`src/rtl/mem_io_responder_if.sv`:
```
// Request/ready bus between the datapath's MAR/MDR and the memory responder.
// The master drives the request side, and the slave returns read data, ready and error.
interface mem_io_responder_if;
  logic [15:0] MAR;
  logic [15:0] MDR;
  logic        MEM_REQ;
  logic        MEM_WE;
  logic [15:0] MDR_In;
  logic        R;
  logic        ERR;

  modport master (
    output MAR, MDR, MEM_REQ, MEM_WE,
    input  MDR_In, R, ERR
  );

  modport slave (
    input  MAR, MDR, MEM_REQ, MEM_WE,
    output MDR_In, R, ERR
  );
endinterface

```
`src/rtl/mem_io_responder.sv`:
```
// Memory-side responder: an on-chip word RAM with programmable wait states and a memory-mapped
// switch/hex I/O port, served over a four-phase request/ready handshake.
module mem_io_responder #(
  parameter int          DEPTH_LOG2  = 8,
  parameter int          WAIT_STATES = 2,
  parameter logic [15:0] IO_ADDR     = 16'hFFFF
) (
  input  logic                Clk,
  input  logic                Reset,
  mem_io_responder_if.slave   bus,
  input  logic [9:0]          SW,
  output logic [15:0]         HEX_OUT
);

  localparam int         RAM_WORDS = 2 ** DEPTH_LOG2;
  localparam logic [3:0] WAIT_LOAD = 4'(WAIT_STATES);

  typedef enum logic [1:0] {
    S_IDLE = 2'd0,
    S_WAIT = 2'd1,
    S_ACK  = 2'd2
  } state_t;

  state_t      state_q, state_d;
  logic [3:0]  cnt_q, cnt_d;
  logic [15:0] addr_q, addr_d;
  logic [15:0] data_q, data_d;
  logic        we_q, we_d;
  logic        r_q, r_d;
  logic        err_q, err_d;
  logic [15:0] mdr_in_q, mdr_in_d;
  logic [15:0] hex_q, hex_d;

  logic [15:0] mem_q [RAM_WORDS];

  logic                  do_access;
  logic [15:0]           acc_addr;
  logic [15:0]           acc_data;
  logic                  acc_we;
  logic                  acc_in_range;
  logic [DEPTH_LOG2-1:0] ram_idx;
  logic                  ram_we;

  // A zero-wait build performs the access on the capture edge, so it must use the live bus values.
  always_comb begin
    state_d   = state_q;
    cnt_d     = cnt_q;
    addr_d    = addr_q;
    data_d    = data_q;
    we_d      = we_q;
    do_access = 1'b0;
    acc_addr  = addr_q;
    acc_data  = data_q;
    acc_we    = we_q;

    case (state_q)
      S_IDLE: begin
        if (bus.MEM_REQ) begin
          addr_d = bus.MAR;
          data_d = bus.MDR;
          we_d   = bus.MEM_WE;
          cnt_d  = WAIT_LOAD;
          if (WAIT_STATES == 0) begin
            acc_addr  = bus.MAR;
            acc_data  = bus.MDR;
            acc_we    = bus.MEM_WE;
            do_access = 1'b1;
            state_d   = S_ACK;
          end else begin
            state_d = S_WAIT;
          end
        end
      end
      S_WAIT: begin
        if (cnt_q == 4'd0) begin
          do_access = 1'b1;
          state_d   = S_ACK;
        end else begin
          cnt_d = cnt_q - 4'd1;
        end
      end
      S_ACK: begin
        if (!bus.MEM_REQ) begin
          state_d = S_IDLE;
        end
      end
      default: state_d = S_IDLE;
    endcase
  end

  assign ram_idx      = acc_addr[DEPTH_LOG2-1:0];
  assign acc_in_range = (acc_addr[15:DEPTH_LOG2] == '0);

  // The I/O address takes priority over the RAM and out-of-range decode.
  always_comb begin
    r_d      = r_q;
    err_d    = err_q;
    mdr_in_d = mdr_in_q;
    hex_d    = hex_q;
    ram_we   = 1'b0;

    if (state_q == S_ACK && !bus.MEM_REQ) begin
      r_d   = 1'b0;
      err_d = 1'b0;
    end

    if (do_access) begin
      r_d   = 1'b1;
      err_d = 1'b0;
      if (acc_addr == IO_ADDR) begin
        if (acc_we) begin
          hex_d = acc_data;
        end else begin
          mdr_in_d = {6'b0, SW};
        end
      end else if (acc_in_range) begin
        if (acc_we) begin
          ram_we = 1'b1;
        end else begin
          mdr_in_d = mem_q[ram_idx];
        end
      end else begin
        err_d = 1'b1;
        if (!acc_we) begin
          mdr_in_d = 16'h0000;
        end
      end
    end
  end

  always_ff @(posedge Clk or negedge Reset) begin
    if (!Reset) begin
      state_q  <= S_IDLE;
      cnt_q    <= 4'd0;
      addr_q   <= 16'h0000;
      data_q   <= 16'h0000;
      we_q     <= 1'b0;
      r_q      <= 1'b0;
      err_q    <= 1'b0;
      mdr_in_q <= 16'h0000;
      hex_q    <= 16'h0000;
    end else begin
      state_q  <= state_d;
      cnt_q    <= cnt_d;
      addr_q   <= addr_d;
      data_q   <= data_d;
      we_q     <= we_d;
      r_q      <= r_d;
      err_q    <= err_d;
      mdr_in_q <= mdr_in_d;
      hex_q    <= hex_d;
    end
  end

  // RAM contents deliberately survive reset.
  always_ff @(posedge Clk) begin
    if (ram_we) begin
      mem_q[ram_idx] <= acc_data;
    end
  end

  assign bus.R      = r_q;
  assign bus.ERR    = err_q;
  assign bus.MDR_In = mdr_in_q;
  assign HEX_OUT    = hex_q;

endmodule

```
`src/flat_wrapper.sv`:
```
// flat-port wrapper written by rule: the top's interface ports become plain ports
module mem_io_responder_flat 
#(
  parameter int          DEPTH_LOG2  = 8,
  parameter int          WAIT_STATES = 2,
  parameter logic [15:0] IO_ADDR     = 16'hFFFF
)
  (Clk, Reset, SW, HEX_OUT, bus_MAR, bus_MDR, bus_MEM_REQ, bus_MEM_WE, bus_MDR_In, bus_R, bus_ERR);
  mem_io_responder_if bus_i ();
  input  logic Clk;
  input  logic Reset;
  input  logic [9:0] SW;
  output logic [15:0] HEX_OUT;
  input wire logic [$bits(bus_i.MAR)-1:0] bus_MAR;
  input wire logic [$bits(bus_i.MDR)-1:0] bus_MDR;
  input wire logic [$bits(bus_i.MEM_REQ)-1:0] bus_MEM_REQ;
  input wire logic [$bits(bus_i.MEM_WE)-1:0] bus_MEM_WE;
  output wire logic [$bits(bus_i.MDR_In)-1:0] bus_MDR_In;
  output wire logic [$bits(bus_i.R)-1:0] bus_R;
  output wire logic [$bits(bus_i.ERR)-1:0] bus_ERR;
  assign bus_i.MAR = bus_MAR;
  assign bus_i.MDR = bus_MDR;
  assign bus_i.MEM_REQ = bus_MEM_REQ;
  assign bus_i.MEM_WE = bus_MEM_WE;
  assign bus_MDR_In = bus_i.MDR_In;
  assign bus_R = bus_i.R;
  assign bus_ERR = bus_i.ERR;
  mem_io_responder #(.DEPTH_LOG2(DEPTH_LOG2), .WAIT_STATES(WAIT_STATES), .IO_ADDR(IO_ADDR)) u_core (.Clk(Clk), .Reset(Reset), .bus(bus_i), .SW(SW), .HEX_OUT(HEX_OUT));
endmodule
```
`config.mk`:
```
export PLATFORM = sky130hd
export DESIGN_NAME = mem_io_responder_flat
export DESIGN_NICKNAME = d
export VERILOG_FILES = /design/src/rtl/mem_io_responder_if.sv /design/src/rtl/mem_io_responder.sv /design/src/flat_wrapper.sv
export SDC_FILE = /design/constraint.sdc
export NUM_CORES = 2
export LEC_CHECK = 0
export ABC_AREA = 0
export BUFFER_PORTS_ARGS = -buffer_cell sky130_fd_sc_hd__buf_2
export CAP_MARGIN = 15
export CORE_MARGIN = 1.5
export CORE_UTILIZATION = 49
export DETAILED_ROUTE_END_ITERATION = 8
export GPL_TIMING_DRIVEN = 0
export PLACE_DENSITY_LB_ADDON = 0.2
export SLEW_MARGIN = 20
export SYNTH_ARGS = -nofsm -noshare
export SYNTH_HDL_FRONTEND = slang
export SYNTH_SLANG_ARGS = --single-unit
```
`constraint.sdc`:
```
create_clock -name Clk -period 7.3 [get_ports Clk]
set_input_delay 2.19 -clock Clk [delete_from_list [all_inputs] [get_ports Clk]]
set_output_delay 2.19 -clock Clk [all_outputs]
set_load 0.05 [all_outputs]
```
# Word-level counts from Yosys, hierarchy flattened
# Memory sizes are Yosys's and may differ from the RTL's.
# Cells that the tools add are included.
# word_totals
ramBits,4096
regBits,73
wordCells,56
mem_count,1
output_inout_bits,34
# memory_table
name,depth,word_bits,rd,rd_ports_with_merged_regs,wr,line,text
u_core.mem_q,256,16,1,0,1,mem_io_responder.sv:34,logic [15:0] mem_q [RAM_WORDS];
# classes
n_mux,25
n_bitwise,1
addsub,1
n_eq_ne,7
reduce_logical,12
# op_table
operator,n
$mux 16,5
$eq 16x16->1 const B,1
$mux 1,13
$reduce_and 3->1,3
$logic_not 8->1,1
$mux 4,2
$pmux 4 s2,1
$mux 2,3
$ne 2x2->1 const B,3
$pmux 2 s3,1
$logic_not 4->1,1
$reduce_and 2->1,2
$reduce_bool 2->1,2
$sub 4x1->4 const B,1
$eq 2x1->1 const B,1
$eq 2x2->1 const B,1
$logic_not 2->1,1
$ne 2x1->1 const B,1
$logic_and 1x1->1,1
$logic_not 1->1,1
$not 1->1,1

# Longest topological paths before layout
# logic_depth
depth_word,6
depth_mapped,13
depth_no_buf,9

# Worst setup path before layout
# OpenSTA, ideal clock, no wires.
# synth_timing
path_kind,register to register
start,"reg u_core.data_q[0], in the netlist u_core.acc_data[0]"
end,mem u_core.mem_q[0][0] (data pin)
setup_slack_ps,3304
n_path_buf,0
setup_ps,805
stages_incl_launch_ff,1
t_required_ps,6495
t_arrival_ps,3191
path_cell_list,dfrtp_1
# synth_rtl
element,line,text
from (decl),mem_io_responder.sv:27,"logic [15:0] data_q, data_d;"
from (signal assigned),mem_io_responder.sv:146,data_q <= data_d;
to (decl),mem_io_responder.sv:34,
# No word-level cell before the write port.

# Worst setup path in the final report
# layout_timing
start,"reg u_core.addr_q[0], in the netlist u_core.acc_addr[0]"
end,"mem u_core.mem_q[85][11], enable pin"
# layout_via
elab_chain_cells,5
# layout_lines
element,line,text
from (decl),mem_io_responder.sv:26,"logic [15:0] addr_q, addr_d;"
from (signal assigned),mem_io_responder.sv:145,addr_q <= addr_d;
$eq 16x16->1,mem_io_responder.sv:110,if (acc_addr == IO_ADDR) begin
$mux 1,mem_io_responder.sv:110,
$mux 1,mem_io_responder.sv:107,if (do_access) begin
$mux 1,mem_io_responder.sv:157,if (ram_we) begin
$mux 1 (implied by the code),mem_io_responder.sv:158,mem_q[ram_idx] <= acc_data;
# Several ways; a longest one is shown, not always the timed one.

==> results_tabular.tex <==
\begin{tabular}{lr}
\hline
Metric & Value \\
\hline
\multicolumn{2}{l}{\textbf{Setup path}} \\
\quad Worst EP required & 7.93 ns \\
\quad CP Max Fanout & 16 \\
\quad Cell count of the worst reg-to-reg path & 11 \\
\quad Max incr delay on CP & 0.83 ns \\
\quad Worst path most repeated cell & buf\_6 \\
\quad Critical-path top delay cell & buf\_2 \\
\quad CP Launch Type & register \\
\quad Endpoint arrival time on the critical path & 7.83 ns \\
\quad Critical path endpoint category & register \\
\quad Setup slack, reg-to-reg & 0.10 ns \\
\quad Cell chain of the critical path & buf\_6, buf\_6, buf\_6, buf\_6, inv\_2, buf\_2, clkbuf\_2, nor2\_1, nand2\_1, buf\_2, nor2\_4 \\
\quad Critical path type & reg2reg \\
\multicolumn{2}{l}{\textbf{CTS}} \\
\quad Later-pin clock latency in the skew report & 1.06 ns \\
\quad TritonCTS Buffers & 427 \\
\quad Post-CTS sizing & 0 \\
\quad Clock tree from TritonCTS & done \\
\quad Max Root-Sink Buffers & 4 \\
\quad Num Clock Sinks & 4,169 \\
\quad Library cell used as clock root buffer & clkbuf\_16 \\
\quad CTS hold repair buffers & 0 \\
\quad Setup Fix Bufs, Post-CTS & 0 \\
\quad Clock-pin transition on the worst setup and hold timing paths & 0.06 ns \\
\quad Number of H-tree branching levels & 5 \\
\multicolumn{2}{l}{\textbf{Power and ir drop}} \\
\quad Pwr/cell area & 453 nW/um\^{}2 \\
\quad Total Power Consumption & 0.0848 W \\
\quad Pleak & 58.7 nW \\
\quad Peak VDD IR & 0.000325 V \\
\multicolumn{2}{l}{\textbf{Global routing}} \\
\quad Wire length of the first global-routing pass & 832,000 um \\
\quad Maximum number of pins on one net before global-route repair & 85 \\
\quad Initial antenna violation count & 81 \\
\quad Global-route usage over all layers & 39.5\% \\
\quad Number of global-route vias before repair & 82.9k \\
\quad GRT Residual Overflow & 0 \\
\multicolumn{2}{l}{\textbf{Logic synthesis}} \\
\quad Flop and latch count out of synthesis & 4,169 \\
\quad Part of the Yosys area used for sequential elements & 77.9\% \\
\quad Async set or reset register ratio after synthesis & 1.75\% \\
\quad Post-Synthesis Net Count & 7,152 \\
\quad Yosys cell types & 74 \\
\quad Most area-hungry cell type in the Yosys netlist & edfxtp\_1 \\
\quad Post-synthesis cell area & 160,000 sq um \\
\quad Top FF cell, synth & edfxtp\_1 \\
\quad Number of synthesized flops with an enable pin & 4,096 \\
\quad Top area cells in the synthesized netlist & edfxtp\_1 (77\%), mux4\_2 (15\%), mux2i\_1 (1.4\%) \\
\quad Synthesized netlist cell count & 7,104 \\
\quad Mean cell area of the mapped netlist & 22.5 sq um \\
\quad Area share of the largest cell type after synthesis & 76.8\% \\
\quad Count of yosys warnings during synthesis & 0 \\
\multicolumn{2}{l}{\textbf{Finish}} \\
\quad Fin nets & 7,875 \\
\quad Fraction of final layout cells with drive strength greater than 1 & 32.7\% \\
\quad Area growth, synth to finish & 16.8\% \\
\quad Total of fill cells in the finished design & 23.5k \\
\multicolumn{2}{l}{\textbf{Die}} \\
\quad Area of the core & 325,000 sq um \\
\quad Die ar. & 330,000 sq um \\
\quad Std cell rows & 209 \\
\quad X dimension of the die & 575 um \\
\quad I/O pin count & 80 \\
\quad Vertical die dimension & 575 um \\
\quad Effective utilization at floorplan & 49.3\% \\
\multicolumn{2}{l}{\textbf{Timing}} \\
\quad Final Cycle Share & 98.6\% \\
\quad Number of endpoints failing setup at the final stage & 0 \\
\quad Actual slew at the worst max-slew pin & 1.35 ns \\
\quad Final count of pins violating max slew & 0 \\
\quad Worst hold slack & 0.493 ns \\
\quad Worst slew slack as a fraction of its limit & 9.27\% \\
\quad Number of failing hold endpoints at the final stage & 0 \\
\quad Final period demand of the worst path & 7.20 ns \\
\quad Peak clock frequency supported by timing & 139 MHz \\
\quad Setup clock skew after layout & 0.0778 ns \\
\quad Unrepaired setup endpoints after global routing & false \\
\multicolumn{2}{l}{\textbf{Flow run}} \\
\quad Max\_cap viols & 0 \\
\multicolumn{2}{l}{\textbf{Placed design}} \\
\quad Count of input and output buffers & 79 \\
\quad HPWL reported at the end of detailed placement & 448,000 um \\
\quad Placer's final routability congestion estimate & 1.08 \\
\multicolumn{2}{l}{\textbf{Routing}} \\
\quad Vias after detailed routing & 89.4k \\
\quad Number of DRC violations after detailed routing & 0 \\
\quad Routed wire length per instance & 52.1 um \\
\quad Detailed-route vias per instance & 7.12 \\
\quad Number of nets still failing antenna checks after routing & 0 \\
\quad Detailed Route Iter0 Violations & 17.9k \\
\quad Iteration count of the initial detailed-routing pass & 6 \\
\quad Total wire length after detailed routing & 653,000 um \\
\multicolumn{2}{l}{\textbf{Min path}} \\
\quad Worst hold path cell count & 2 \\
\quad Tightest Hold Check Type & reg2reg \\
\multicolumn{2}{l}{\textbf{Run status}} \\
\quad Result of the run & finished, final reports clean \\
\hline
\end{tabular}
## metrics by stage
stage / std cells / worst slack, ns / area, sq um / utilization (%) / setup TNS [ns]
after floorplan: 7104 / 3.30 / 160000 / - / 0
after global placement: 11508 / -1.89 / 166000 / 51.1 / -3710.81
after detailed placement: 11723 / 0.624 / 173000 / 53.3 / 0
after CTS: 12511 / 0.573 / 187000 / 57.5 / 0
after global routing: 12518 / 0.550 / 187000 / 57.6 / 0
final: 12549 / 0.101 / 187000 / 57.6 / 0
## metal layers
metal	track usage [%]	vias up	share of wire, %
met1	50.6	48018	35
met4	27.1	40	8.4
li1	-	31822	-
met3	15.2	1782	14
met2	55.8	7698	43
met5	0	-	0.047
## critical path: cells and delay by family (launching register included)
family | cells | cell delay [ns]
buf+inv | 8 | 3.97
flops | 1 | 0.59
simple gates | 3 | 2.06
## cell families (layout without fill, tap and decap cells)
family	Yosys count	after routing	synth area share (%)
flip-flops	4169	4169	77.9
AND/OR/NAND/NOR	668	668	1.81
AO/OA/AOI/OAI	495	495	2.26
XOR/XNOR	2	2	0.0109
multiplexers	1350	1350	16.6
buffers and inverters	418	1500	1.40
adder cells (fa/ha/maj)	2	2	0.0156
other	0	38	0
## report_power, final
group          total [W]  internal, W  switching [W]
logic             0.0321      0.00874         0.0234
registers         0.0308       0.0300       0.000865
clock network     0.0218       0.0123        0.00952
## placed cells by master (no fill, tap or decap), types with 75 or more instances in the layout
master	n
buf_2	248
clkinv_1	93
mux2i_1	231
edfxtp_1	4096
nand2_1	163
mux4_2	1034
mux2_2	84
clkbuf_2	75
clkbuf_1	156
buf_16	133
a22oi_1	98
nor2_4	235
clkbuf_16	430
## path summary, 6_finish.rpt
| check | startpoint | to |
|---|---|---|
| min in group asynchronous | Reset | u_core.bus.MDR_In[2] |
| hold / removal | u_core.bus.R | u_core.bus.R |
| setup / recovery | u_core.acc_addr[0] | u_core.mem_q[85][11] |
| setup reg to reg | u_core.acc_addr[0] | u_core.mem_q[85][11] |
| max in group asynchronous | Reset | u_core.acc_data[3] |
| hold reg to reg | u_core.bus.R | u_core.bus.R |
## cell type report
class / instances / area [sq um] / area share (%)
Sequential cell: 4169 / 125000 / 66.8
Multi-Input combinational cell: 2517 / 35100 / 18.8
Clock buffer: 544 / 11300 / 6.02
Tap cell: 4325 / 5410 / 2.89
Timing Repair Buffer: 294 / 5380 / 2.88
Clock inverter: 244 / 2460 / 1.32
Buffer: 410 / 2390 / 1.28
Antenna cell: 38 / 95.1 / 0.0508
Inverter: 8 / 31.3 / 0.0167
## flip-flops by register name (all words and copies together) (netlist names)
signal	flops
u_core.cnt_q	4
u_core.state_q	2
u_core.HEX_OUT	16
u_core.bus.MDR_In	16
u_core.bus.ERR	1
u_core.acc_data	16
u_core.bus.R	1
u_core.mem_q	4096
u_core.acc_we	1
u_core.acc_addr	16
## synthesized netlist by cell type (all sizes together), types with 47 or more instances
cell type,count
o22ai,50
clkbuf,133
a21oi,64
nor2,317
buf,277
mux4,1034
a22o,47
mux2i,232
mux2,84
a22oi,98
nand2,171
dfrtp,73
edfxtp,4096
nand3,54
No activity file was read; power rests on OpenSTA's default activity.
